===== src/rtl/add_sched_pkg.sv =====
// Shared constants and the in-flight tag record for the add_block issue scheduler.
package add_sched_pkg;

  localparam int unsigned REG_ADDR_W   = 4;
  localparam int unsigned NUM_REGS_DEF = 16;
  localparam int unsigned ADD_LATENCY  = 4;

  typedef struct packed {
    logic                  valid;
    logic [1:0]            req_id;
    logic [REG_ADDR_W-1:0] dest;
  } tag_t;

endpackage


===== src/rtl/add_issue_sched_rr_arbiter.sv =====
// Combinational round-robin arbiter: grants the first request at or after ptr, wrapping.
module rr_arbiter #(
  parameter int unsigned NUM_REQ = 2,
  localparam int unsigned PTR_W  = $clog2(NUM_REQ)
) (
  input  logic [NUM_REQ-1:0] req,
  input  logic [PTR_W-1:0]   ptr,
  output logic [NUM_REQ-1:0] grant
);

  always_comb begin
    logic             found;
    logic [PTR_W-1:0] idx;
    grant = '0;
    found = 1'b0;
    idx   = '0;
    for (int off = 0; off < int'(NUM_REQ); off++) begin
      idx = PTR_W'((int'(ptr) + off) % int'(NUM_REQ));
      if (req[idx] && !found) begin
        grant[idx] = 1'b1;
        found      = 1'b1;
      end
    end
  end

endmodule


===== src/rtl/add_issue_sched.sv =====
// Issue scheduler sharing one add_block between requesters, with register scoreboard and tag pipe.
// Define ADD_SCHED_PERF_EN to add saturating issue/stall performance counters.
module add_issue_sched
  import add_sched_pkg::*;
#(
  parameter int unsigned NUM_REQ  = 2,
  parameter int unsigned LATENCY  = ADD_LATENCY,
  parameter int unsigned NUM_REGS = NUM_REGS_DEF,
  localparam int unsigned ID_W    = $clog2(NUM_REQ)
) (
  input  logic                                   clk,
  input  logic                                   reset,
  input  logic [NUM_REQ-1:0]                     req_valid,
  input  logic [NUM_REQ-1:0][REG_ADDR_W-1:0]     req_src_a,
  input  logic [NUM_REQ-1:0][REG_ADDR_W-1:0]     req_src_b,
  input  logic [NUM_REQ-1:0][REG_ADDR_W-1:0]     req_dest,
  output logic [NUM_REQ-1:0]                     req_ready,
  output logic                                   issue_valid,
  output logic [REG_ADDR_W-1:0]                  issue_src_a,
  output logic [REG_ADDR_W-1:0]                  issue_src_b,
  output logic [REG_ADDR_W-1:0]                  issue_dest,
  input  logic                                   wb_enable,
  input  logic [REG_ADDR_W-1:0]                  wb_dest,
  output logic [ID_W-1:0]                        wb_req_id,
  output logic [NUM_REGS-1:0]                    pending,
  output logic                                   err_sticky
`ifdef ADD_SCHED_PERF_EN
  ,
  output logic [31:0]                            perf_issue_cnt,
  output logic [31:0]                            perf_stall_cnt
`endif
);

  logic [NUM_REQ-1:0]    eligible, grant;
  logic                  hs;
  logic [ID_W-1:0]       gnt_id, rr_q, rr_d, id_q;
  logic [NUM_REGS-1:0]   pending_q, pending_d;
  logic                  issue_valid_q;
  logic [REG_ADDR_W-1:0] src_a_q, src_b_q, dest_q;
  tag_t [LATENCY-1:0]    tag_q;
  tag_t                  tail, new_tag;
  logic                  err_q, err_d;

  // Hazard check uses registered pending only: a same-cycle writeback does not unblock.
  always_comb begin
    for (int i = 0; i < int'(NUM_REQ); i++) begin
      eligible[i] = req_valid[i] & ~pending_q[req_src_a[i]] & ~pending_q[req_src_b[i]]
                    & ~pending_q[req_dest[i]];
    end
  end

  rr_arbiter #(
    .NUM_REQ (NUM_REQ)
  ) u_arb (
    .req   (eligible),
    .ptr   (rr_q),
    .grant (grant)
  );

  always_comb begin
    gnt_id = '0;
    for (int i = 0; i < int'(NUM_REQ); i++) begin
      if (grant[i]) gnt_id = ID_W'(i);
    end
  end

  assign hs   = |grant;
  assign rr_d = !hs ? rr_q : (gnt_id == ID_W'(NUM_REQ - 1)) ? '0 : gnt_id + ID_W'(1);

  // Set is applied after clear so an issue wins over a same-register writeback.
  always_comb begin
    pending_d = pending_q;
    if (wb_enable) pending_d[wb_dest] = 1'b0;
    if (hs) pending_d[req_dest[gnt_id]] = 1'b1;
  end

  assign tail    = tag_q[LATENCY-1];
  assign new_tag = '{valid: issue_valid_q, req_id: 2'(id_q), dest: dest_q};
  assign err_d   = err_q | (wb_enable != tail.valid)
                 | (wb_enable & ((wb_dest != tail.dest) | ~pending_q[wb_dest]));

  always_ff @(posedge clk or posedge reset) begin
    if (reset) begin
      rr_q          <= '0;
      pending_q     <= '0;
      issue_valid_q <= 1'b0;
      src_a_q       <= '0;
      src_b_q       <= '0;
      dest_q        <= '0;
      id_q          <= '0;
      tag_q         <= '0;
      err_q         <= 1'b0;
    end else begin
      rr_q          <= rr_d;
      pending_q     <= pending_d;
      issue_valid_q <= hs;
      err_q         <= err_d;
      if (hs) begin
        src_a_q <= req_src_a[gnt_id];
        src_b_q <= req_src_b[gnt_id];
        dest_q  <= req_dest[gnt_id];
        id_q    <= gnt_id;
      end
      tag_q[0] <= new_tag;
      for (int i = 1; i < int'(LATENCY); i++) tag_q[i] <= tag_q[i-1];
    end
  end

  assign req_ready   = grant;
  assign issue_valid = issue_valid_q;
  assign issue_src_a = src_a_q;
  assign issue_src_b = src_b_q;
  assign issue_dest  = dest_q;
  assign wb_req_id   = ID_W'(tail.req_id);
  assign pending     = pending_q;
  assign err_sticky  = err_q;

`ifdef ADD_SCHED_PERF_EN
  always_ff @(posedge clk or posedge reset) begin
    if (reset) begin
      perf_issue_cnt <= '0;
      perf_stall_cnt <= '0;
    end else begin
      if (hs && perf_issue_cnt != '1) perf_issue_cnt <= perf_issue_cnt + 32'd1;
      if ((|req_valid) && !hs && perf_stall_cnt != '1) perf_stall_cnt <= perf_stall_cnt + 32'd1;
    end
  end
`endif

endmodule

===== config.mk =====
export PLATFORM = sky130hd
export DESIGN_NAME = add_issue_sched
export DESIGN_NICKNAME = d
export VERILOG_FILES = /design/src/rtl/add_sched_pkg.sv /design/src/rtl/add_issue_sched_rr_arbiter.sv /design/src/rtl/add_issue_sched.sv
export SDC_FILE = /design/constraint.sdc
export NUM_CORES = 1
export LEC_CHECK = 0
export BUFFER_PORTS_ARGS = -buffer_cell sky130_fd_sc_hd__buf_2
export CORE_MARGIN = 5
export CORE_UTILIZATION = 35
export CTS_BUF_LIST = sky130_fd_sc_hd__clkbuf_8
export CTS_CLUSTER_SIZE = 8
export DETAILED_ROUTE_END_ITERATION = 10
export PLACE_DENSITY = 0.53
export RECOVER_POWER = 25
export SLEW_MARGIN = 0
export SYNTH_ARGS = -nofsm -noshare
export SYNTH_HDL_FRONTEND = slang
export SYNTH_SLANG_ARGS = --single-unit

===== constraint.sdc =====
create_clock -name clk -period 3.3 [get_ports clk]
set_input_delay 0.66 -clock clk [delete_from_list [all_inputs] [get_ports clk]]
set_output_delay 0.66 -clock clk [all_outputs]
set_load 0.02 [all_outputs]

==> results of run 1 <==
==> cells in the final DEF, fill, tap and decap left out, types with 6 or more instances in the layout <==
master | netlist | routed
mux4_2 | 21 | 21
o221a_2 | 10 | 10
nor2_1 | 9 | 9
buf_4 | 1 | 17
dfrtp_1 | 56 | 50
dfrtp_2 | 0 | 6
buf_2 | 6 | 65
o211ai_1 | 13 | 13
nand2b_1 | 8 | 8
or3_1 | 11 | 11
mux2_2 | 6 | 6
o221ai_1 | 6 | 6
inv_1 | 9 | 9
mux2i_1 | 9 | 9
nand3_1 | 11 | 11
nand2_1 | 11 | 11
o21ai_0 | 22 | 22
==> metal layers <==
metal / up-vias / global-route usage
met5: - / 0
met4: 0 / 0.05591
met3: 28 / 0.04679
met2: 186 / 0.3113
met1: 1494 / 0.2703
li1: 1283 / -
==> cells by family (layout without fill, tap and decap cells) <==
logic type,count (synthesis),count (layout),share of synthesized area
XOR/XNOR,3,3,0.007855
multiplexers,38,38,0.2042
buffers and inverters,32,99,0.04824
AO/OA/AOI/OAI,74,74,0.1690
AND/OR/NAND/NOR,88,88,0.1518
flip-flops,56,56,0.4188
==> power breakdown <==
group / internal, mW / switching (mW)
Sequential: 1.01 / 0.394
Clock: 0.161 / 0.263
Combinational: 0.726 / 0.846
Total: 1.90 / 1.50
==> through the flow <==
stage | total power [mW] | cells | hold WS (ns) | cell area [sq um] | util
after floorplan | 2.303 | 291 | 0.3312 | 3346 | -
after global placement | 2.959 | 479 | 0.3322 | 3837 | 0.4133
after detailed placement | 2.960 | 479 | 0.3347 | 3837 | 0.4133
after CTS | 3.398 | 487 | 0.3632 | 3936 | 0.4240
after global routing | 3.596 | 487 | 0.3699 | 3951 | 0.4256
final | 3.403 | 487 | 0.3589 | 3951 | 0.4256
==> cell type report <==
cell class | count | area, sq um | share of cell area
sequential | 56 | 1409 | 0.3566
timing repair buffer | 82 | 452.9 | 0.1146
clock inverter | 3 | 28.78 | 0.007283
multi-input combinational | 203 | 1797 | 0.4547
tap | 129 | 161.4 | 0.04085
clock buffer | 5 | 68.82 | 0.01742
inverter | 9 | 33.78 | 0.008550
==> repair_timing <==
action / 4_1_cts / 5_1_grt
endpoints found under the setup margin: 1 / 2
hold endpoints to repair: 0 / 0
gates resized for setup: 1 / 6
setup buffers: 0 / 0
==> flip-flops by register name, summed over array words and instances, names as in the netlist <==
| signal | cells |
|---|---|
| issue_dest | 4 |
| id_q | 1 |
| issue_valid | 1 |
| issue_src_b | 4 |
| err_sticky | 1 |
| pending | 16 |
| issue_src_a | 4 |
| tag_q | 23 |
| rr_q | 1 |
| wb_req_id | 1 |
==> worst paths after layout <==
| check | endpoint | slack [ns] |
|---|---|---|
| setup / recovery | req_ready[0] | 0.10 |
| hold / removal | tag_q[10]$_DFF_PP0_ | 0.36 |
| setup reg to reg | pending[4]$_DFF_PP0_ | 0.56 |
| hold reg to reg | tag_q[10]$_DFF_PP0_ | 0.36 |
| max in group asynchronous | rr_q$_DFFE_PP0N_ | 1.94 |
| min in group asynchronous | issue_src_b[0]$_DFFE_PP0N_ | 0.55 |
==> results by group, run 1 <==
Floorplan
  – Die width: 107.8 um
  – Num rows: 35
  – Die ar.: 11610 sq um
  – Top Ports: 66
  – Die height: around 110 um
  – Core Region: 9284 sq um
  – Starting Density: 0.3604

Routing
  – WL met2: 5160 um
  – Average wire per standard cell: 22.89 um
  – Top layer used by detailed routing: met4
  – Final antenna-violating net count: 0
  – Met3 Wirelength: between 1000 and 1500 um
  – Detailed Route Iter0 Violations: approximately 310
  – WL final: 11150 um
  – Wl on met1: 4689 um
  – Vias per Instance: 6.142
  – # DRC: 0
  – Routed via count: 2991
  – First-pass DRT Iterations: 5

Yosys
  – Post-synth EDFFs: 0
  – Syn_nets: 324
  – Syn Inst Count: around 290
  – Top cells by area, synth: dfrtp_1 42%, mux4_2 14%, o221a_2 3.4%
  – Count leader, synth: dfrtp_1
  – Synth unique cells: between 40 and 50
  – Syn Area/Cell: 11.50 sq um
  – Yosys top cell area share: 0.4188
  – Yosys reg bits: between 50 and 60
  – Post-synthesis sequential area ratio: 0.4188
  – Netlist Area Pre-Place: 3346 sq um
  – Yosys Warn Count: 0
  – Fraction of registers with async set/reset: 1.000
  – Largest area contributor in the netlist: dfrtp_1
  – Synth top cells by count: 56 x dfrtp_1, 22 x o21ai_0, 21 x mux4_2
  – Top_reg_cell synth: dfrtp_1

Hold path
  – Hold path startpoint: tag_q[3]$_DFF_PP0_
  – Hold Path Class: register to register
  – WHS Path Cells: 0

Critical path
  – Worst-path maximum fanout: 9
  – Buf/Inv on CP: 2
  – Worst Reg-to-Reg Cells: 8
  – Critical path, cell by cell: mux4_2, a32o_1, nor4_4, and3_1, o21ai_4, inv_1, buf_2
  – Worst setup EP type: output pin
  – Launch point of the worst path: pending[10]$_DFF_PP0_
  – CP arrival: around 2.5 ns
  – Reg2reg start: pending[12]$_DFF_PP0_
  – CP required: 2.64 ns
  – CP startpoint kind: register
  – Critical path's slowest cell: dfrtp_2
  – CP delay by family, top: simple AND/OR/NAND/NOR gates
  – Crit path kind: register to output pin
  – Delay of the slowest critical-path stage: 0.52 ns
  – Critical path depth: 7

Pwr
  – Leak: about 1.6 nW
  – Worst VDD drop: 0.3758 mV
  – Pwr Density: 861.2 nW/um^2

Placed design
  – Place WS: 0.07394 ns
  – HPWL after DPL: 8025 um
  – I/O Buffers: 65
  – GPL Wtd Cong: between 0.9 and 1

Layout
  – Total of fill cells in the finished design: 930
  – Share of post-route cells with drive strength above 1: 0.4022
  – Area Overhead vs Synth: 18.10%
  – Diodes inserted: 0
  – # nets final: 390

CTS
  – CTS root buf: clkbuf_8
  – Max clock buf depth: 2
  – CTS tree: yes
  – Worst-skew pair later-pin latency: 0.32 ns
  – Clk slew on worst S/H paths: around 0.11 ns
  – Hold_buf cts: 0
  – H-tree depth: 2
  – CTS Sinks: 56
  – TritonCTS Buffers: 5

Timing
  – Fmax: 312.6 MHz
  – Worst setup margin: 0.1013 ns
  – Tcrit/Tclk final: 0.9693
  – Setup TNS: 0 ns
  – Slew headroom: 0.3339
  – Worst slew pin tran: 0.9980 ns
  – RSZ-0062 raised after global routing: no
  – Fin. max-slew vios: 0
  – Final hold violation count: 0
  – Clock Skews: around 0.0025 ns
  – Final Setup Violations: 0
  – Final min period: 3.199 ns

Global route
  – Gr ovfl total: 0
  – Number of global-route vias before repair: 3051
  – Antenna violations before repair: 0
  – First-pass GRT wire length: 17560 um
  – Gr usage total: 0.1972
  – Largest net degree at the start of global routing: 28

Status
  – Outcome: complete, no violations

Run
  – Max Cap Violations: 0
(Power assumes the default switching activity.)
==> inputs of run 2 (changes only) <==
Settings changed: CORE_MARGIN 5 to 2.
==> run 2 against run 1 <==
Power up 0.47%. Global-route usage up 1.7 points. Sequential share of layout area down 0.072 points. Sequential power down 3%. Combinational power up 4%. First-iteration DRC count down 13%. Clock power about the same. Wire length down 4.9%. Clock-buffer cell count unchanged. Largest power group unchanged.
==> results by group, run 2 (same netlist as run 1, synthesis figures left out) <==
Status
  – Outcome: complete, no violations

CTS
  – Hold_buf cts: 0
  – CTS Sinks: 56
  – CTS root buf: clkbuf_8
  – H-tree depth: 2
  – Clk slew on worst S/H paths: 0.12 ns
  – Post-CTS Setup Inserts: 0
  – Post-CTS resize count: 1
  – Max clock buf depth: 2
  – Worst-skew pair later-pin latency: about 0.32 ns
  – TritonCTS Buffers: 5
  – CTS tree: yes

Global route
  – Gr ovfl total: 0
  – Gr usage total: 0.2146
  – Number of global-route vias before repair: 2951
  – Antenna violations before repair: 0
  – Largest net degree at the start of global routing: 33
  – First-pass GRT wire length: 16780 um

Floorplan
  – Num rows: 35
  – Starting Density: 0.3621
  – Die width: 101.8 um
  – Top Ports: 66
  – Die height: 101.8 um
  – Core Region: 9240 sq um
  – Die ar.: 10360 sq um

Critical path
  – Worst-path maximum fanout: 6
  – CP arrival: approximately 2.5 ns
  – CP required: 2.64 ns
  – Launch point of the worst path: pending[6]$_DFF_PP0_
  – Reg2reg start: pending[6]$_DFF_PP0_
  – Worst Reg-to-Reg Cells: 8
  – Reg2reg setup slack: 0.48 ns
  – Worst R2R End: pending[4]$_DFF_PP0_
  – Crit path kind: register to output pin
  – CP startpoint kind: register
  – Worst setup EP type: output pin
  – Crit path to: req_ready[0]

Timing
  – Final min period: roughly 3.2 ns
  – Tcrit/Tclk final: 0.9663
  – Worst slew pin tran: 0.9345 ns
  – Final Setup Violations: 0
  – Slew headroom: 0.3770
  – Clock Skews: 0.004996 ns
  – Fmax: 313.6 MHz
  – Final hold violation count: 0
  – Setup TNS: 0 ns
  – RSZ-0062 raised after global routing: no
  – Fin. max-slew vios: 0

Layout
  – Share of post-route cells with drive strength above 1: 0.3950
  – Commonest non-fill, non-tap cell in the layout: buf_2
  – Most frequent cells in the layout: 65 x buf_2, 53 x dfrtp_1, 22 x o21ai_0
  – Diodes inserted: 0
  – Largest register by flop count: tag_q
  – Area Overhead vs Synth: 18.03%
  – Largest register FFs: 23
  – # nets final: 389

Run
  – Max Cap Violations: 0

Placed design
  – I/O Buffers: 65
  – GPL Wtd Cong: 1.033
  – HPWL after DPL: 7785 um

Routing
  – WL final: 10590 um
  – First-pass DRT Iterations: 5
  – Final antenna-violating net count: 0
  – Routed via count: around 3000
  – Vias per Instance: 6.115
  – Detailed Route Iter0 Violations: 272
  – Average wire per standard cell: 21.80 um
  – # DRC: 0

Hold path
  – Hold Path Class: input port to asynchronous set/reset pin

Pwr
  – Final Power: 3.419 mW
  – Leak: around 1.6 nW
  – Worst VDD drop: 0.3581 mV
  – Pwr Density: 865.8 nW/um^2
## run 2: cell count changes in the layout (fill, tap and decap cells not counted), sizes merged
cell,previous run,this run
buf,82,80
clkinv,0,2
inv,12,10
clkbuf,5,6
## run 2: per-stage QoR
stage               instances  setup slack [ns]  hold slack, ns  instance area (sq um)    util
floorplan                 291            0.1239          0.3312                   3346       -
global placement          478           0.09649          0.3341                   3830  0.4145
detailed placement        478           0.05350          0.3347                   3830  0.4145
CTS                       486          0.003408          0.2332                   3934  0.4257
global route              486          0.008993          0.2925                   3949  0.4274
finish                    486            0.1113          0.2781                   3949  0.4274
## run 2: worst min-delay path by stage
stage                                       to  slack, ns
floorplan                  tag_q[10]$_DFF_PP0_       0.33
global placement            tag_q[8]$_DFF_PP0_       0.33
detailed placement         tag_q[16]$_DFF_PP0_       0.33
CTS                 issue_src_b[3]$_DFFE_PP0N_       0.23
global route        issue_src_b[3]$_DFFE_PP0N_       0.29
finish              issue_src_a[0]$_DFFE_PP0N_       0.28
## run 2: critical path: stages (launching register included)
cell	delay, ns
dfrtp_1	0.49
buf_4	0.19
mux4_2	0.43
nor2_1	0.10
o211ai_1	0.17
or3_1	0.46
o21ai_4	0.16
inv_1	0.06
buf_2	0.15
## run 2: area by class of cell
type	count	area, sq um
clock inverter	3	33.78
fill	898	5291
timing repair buffer	81	441.7
clock buffer	5	68.82
tap	129	161.4
sequential	56	1405
inverter	9	33.78
multi-input combinational	203	1804
## run 2: per-layer routing
| metal | up-vias | GRT usage | share of wire |
|---|---|---|---|
| met2 | 175 | 0.3295 | 0.46 |
| met5 | - | 0 | 0 |
| met4 | 0 | 0.08004 | 0.027 |
| met3 | 30 | 0.03520 | 0.072 |
| met1 | 1486 | 0.3059 | 0.44 |
| li1 | 1281 | - | - |
## run 2: report_power, final
part	internal [mW]	total, mW	switching (mW)	leakage [nW]
Clock	0.161	0.424	0.263	0.0515
Combinational	0.748	1.63	0.880	0.903
Sequential	1.01	1.37	0.359	0.651
Total	1.92	3.42	1.50	1.61
==> inputs of run 3 (changes only) <==
Settings changed: ABC_AREA from default to 1.
==> run 3 against run 2 <==
Maximum frequency grew 4.8%. Flip-flop and latch count is the same. Synthesized cell count grew 58%. Sequential share of layout area grew 0.35 points. Clock-buffer cell count is the same. Synthesized area grew 2.2%. Utilization shrank 2.3 points. Via count grew 12%. Cell count grew 35%. Die area grew 2.1%. Critical path depth grew 4.
==> results by group, run 3 <==
Layout
  – Area Overhead vs Synth: 14.09%
  – Largest register by flop count: tag_q
  – # nets final: 556
  – Diodes inserted: 0
  – Share of post-route cells with drive strength above 1: 0.1908
  – Most frequent cells in the layout: 154 x nand2_1, 76 x nand3_1, 65 x buf_2
  – Largest register FFs: 23
  – Finished Core Util: 0.4046
  – Commonest non-fill, non-tap cell in the layout: nand2_1
  – Final instance area: 3900 sq um
  – Non-Filler Instances: 657

Yosys
  – Top_reg_cell synth: dfrtp_1
  – Synth Area in XOR/XNOR: 0.002562
  – Syn Area/Cell: 7.415 sq um
  – Top cells by area, synth: dfrtp_1 41%, nand2_1 17%, nand3_1 11%
  – Synth unique cells: 37
  – Synth top cells by count: 154 x nand2_1, 76 x nand3_1, 58 x inv_1
  – Largest family of logic cells by synthesized area: simple AND/OR/NAND/NOR gates
  – Fraction of registers with async set/reset: 1.000
  – Largest area contributor in the netlist: dfrtp_1
  – Post-Synth Simple-Gate Area: 0.3598
  – Post-synth EDFFs: 0
  – Adder-Cell Fraction of Synth Area: 0
  – Count leader, synth: nand2_1
  – Post-synthesis sequential area ratio: 0.4100
  – Multiplexer share of the synthesized area: 0
  – Yosys reg bits: 56
  – Yosys Warn Count: 0
  – Syn Inst Count: 461
  – Netlist Area Pre-Place: approximately 3400 sq um
  – Syn_nets: 494
  – Yosys top cell area share: 0.4100
  – Compound-Gate Fraction of Synth Area: 0.1266

Critical path
  – CP startpoint kind: register
  – Critical path, cell by cell: inv_1, a21oi_1, o21ai_0, nand2_1, nor2_1, nor2_1, nor2_2, nand3_4, nand2_4, nand2_8, inv_2, buf_2
  – CP arrival: 2.38 ns
  – CP delay by family, top: simple AND/OR/NAND/NOR gates
  – Reg2reg setup slack: between 0.8 and 0.9 ns
  – Crit path top cell by count: nor2_1
  – Worst setup EP type: output pin
  – Crit path kind: register to output pin
  – Delay of the slowest critical-path stage: ~0.43 ns
  – CP required: 2.64 ns
  – Buf/Inv on CP: 3
  – Critical path's slowest cell: dfrtp_1
  – Worst-path maximum fanout: 17

Hold path
  – Hold Path Class: register to register

Floorplan
  – Num rows: 36
  – Die width: 102.8 um
  – Core Region: 9639 sq um
  – Die ar.: 10570 sq um
  – Starting Density: 0.3546
  – Top Ports: 66
  – Die height: around 100 um

Status
  – Outcome: complete, no violations

Global route
  – Gr ovfl total: 0
  – First-pass GRT wire length: ~16000 um
  – Largest net degree at the start of global routing: 39
  – Antenna violations before repair: 0
  – Gr usage total: 0.2062
  – Number of global-route vias before repair: a little over 3000

CTS
  – TritonCTS Buffers: 5
  – Max clock buf depth: 2
  – Post-CTS resize count: 0
  – CTS Sinks: 56
  – CTS root buf: clkbuf_8
  – Post-CTS Setup Inserts: 0
  – Clk slew on worst S/H paths: between 0.1 and 0.15 ns
  – CTS tree: yes
  – H-tree depth: 2
  – Worst-skew pair later-pin latency: 0.31 ns
  – Hold_buf cts: 0

Placed design
  – Place WS: around 0.36 ns
  – GPL Wtd Cong: 0.9121
  – HPWL after DPL: 7985 um
  – DP Cell Count: approximately 650
  – I/O Buffers: 65
  – Placed standard-cell area: about 3800 sq um

Timing
  – Clock Skews: 0.009598 ns
  – Worst setup margin: roughly 0.26 ns
  – Final hold violation count: 0
  – Worst slew pin tran: roughly 0.77 ns
  – Setup TNS: 0 ns
  – Fin. max-slew vios: 0
  – Slew headroom: 0.4870
  – Tcrit/Tclk final: 0.9223
  – RSZ-0062 raised after global routing: no
  – Fmax: 328.6 MHz
  – Final min period: 3.043 ns
  – Final Setup Violations: 0

Pwr
  – Switching power total: 1.258 mW
  – Leak: roughly 2.1 nW
  – Clock share of power: 0.141
  – Comb power frac: 0.440
  – Reg power frac: 0.419
  – P_int: 1.491 mW
  – Sw Share: 0.4577
  – Worst VDD drop: 0.2727 mV
  – Pwr Density: 704.9 nW/um^2

Routing
  – Routed via count: 3330
  – Detailed Route Iter0 Violations: 230
  – First-pass DRT Iterations: 5
  – Final antenna-violating net count: 0
  – # DRC: 0
  – Average wire per standard cell: 15.86 um
  – WL final: 10420 um
  – Vias per Instance: 5.068

Run
  – Max Cap Violations: 0
## run 3: cell count changes after synthesis, moves of 6 or more
cell / delta
mux4_2: -21
clkbuf_1: -11
inv_1: +49
or3_1: -11
nor3_1: -6
nand2b_1: -8
o221a_2: -10
mux2i_1: -9
mux2_2: -6
buf_2: -6
nand3_1: +65
nand2_1: +143
## run 3: final timing paths
kind | start | endpoint | depth (start not counted)
worst max-delay path | pending[5]$_DFF_PP0_ | req_ready[0] | 12
worst min-delay path | tag_q[0]$_DFF_PP0_ | tag_q[7]$_DFF_PP0_ | 0
worst max register to register | pending[5]$_DFF_PP0_ | pending[12]$_DFF_PP0_ | 15
worst min register to register | tag_q[0]$_DFF_PP0_ | tag_q[7]$_DFF_PP0_ | 0
max in group asynchronous | reset | tag_q[17]$_DFF_PP0_ | 3
min in group asynchronous | reset | rr_q$_DFFE_PP0N_ | 2
## run 3: power by group through the flow
stage | clock network (mW) | registers [mW] | logic [mW]
floorplan | 0 | 1.31 | 0.614
global placement | 0 | 1.17 | 1.21
detailed placement | 0 | 1.17 | 1.20
CTS | 0.402 | 1.16 | 1.21
global route | 0.423 | 1.20 | 1.34
finish | 0.387 | 1.15 | 1.21
## run 3: layout make-up
| cell class | count | area, sq um |
|---|---|---|
| fill | 1037 | 5739 |
| timing repair buffer | 66 | 332.8 |
| multi-input combinational | 331 | 1672 |
| tap | 133 | 166.4 |
| sequential | 56 | 1401 |
| inverter | 63 | 239.0 |
| clock inverter | 3 | 20.02 |
| clock buffer | 5 | 68.82 |
## run 3: per-stage QoR
step	power, mW	hold WS [ns]
after floorplan	1.923	0.3312
after global placement	2.381	0.3341
after detailed placement	2.374	0.3347
after CTS	2.767	0.3498
after global routing	2.963	0.3639
final	2.749	0.3568
## run 3: kinds of logic after synthesis
family          count (synthesis)
compound gates                 65
xor+xnor                        1
buf+inv                        74
flops                          56
simple gates                  265
## run 3: routing by layer
| metal | up-vias | part of all wire | wire length (um) | track usage |
|---|---|---|---|---|
| li1 | 1633 | - | - | - |
| met1 | 1544 | 0.46 | 4800 | 0.3024 |
| met2 | 146 | 0.45 | 4734 | 0.3177 |
| met3 | 7 | 0.075 | 780 | 0.04000 |
| met4 | 0 | 0.0098 | 102 | 0.04453 |
| met5 | - | 0 | 0 | 0 |
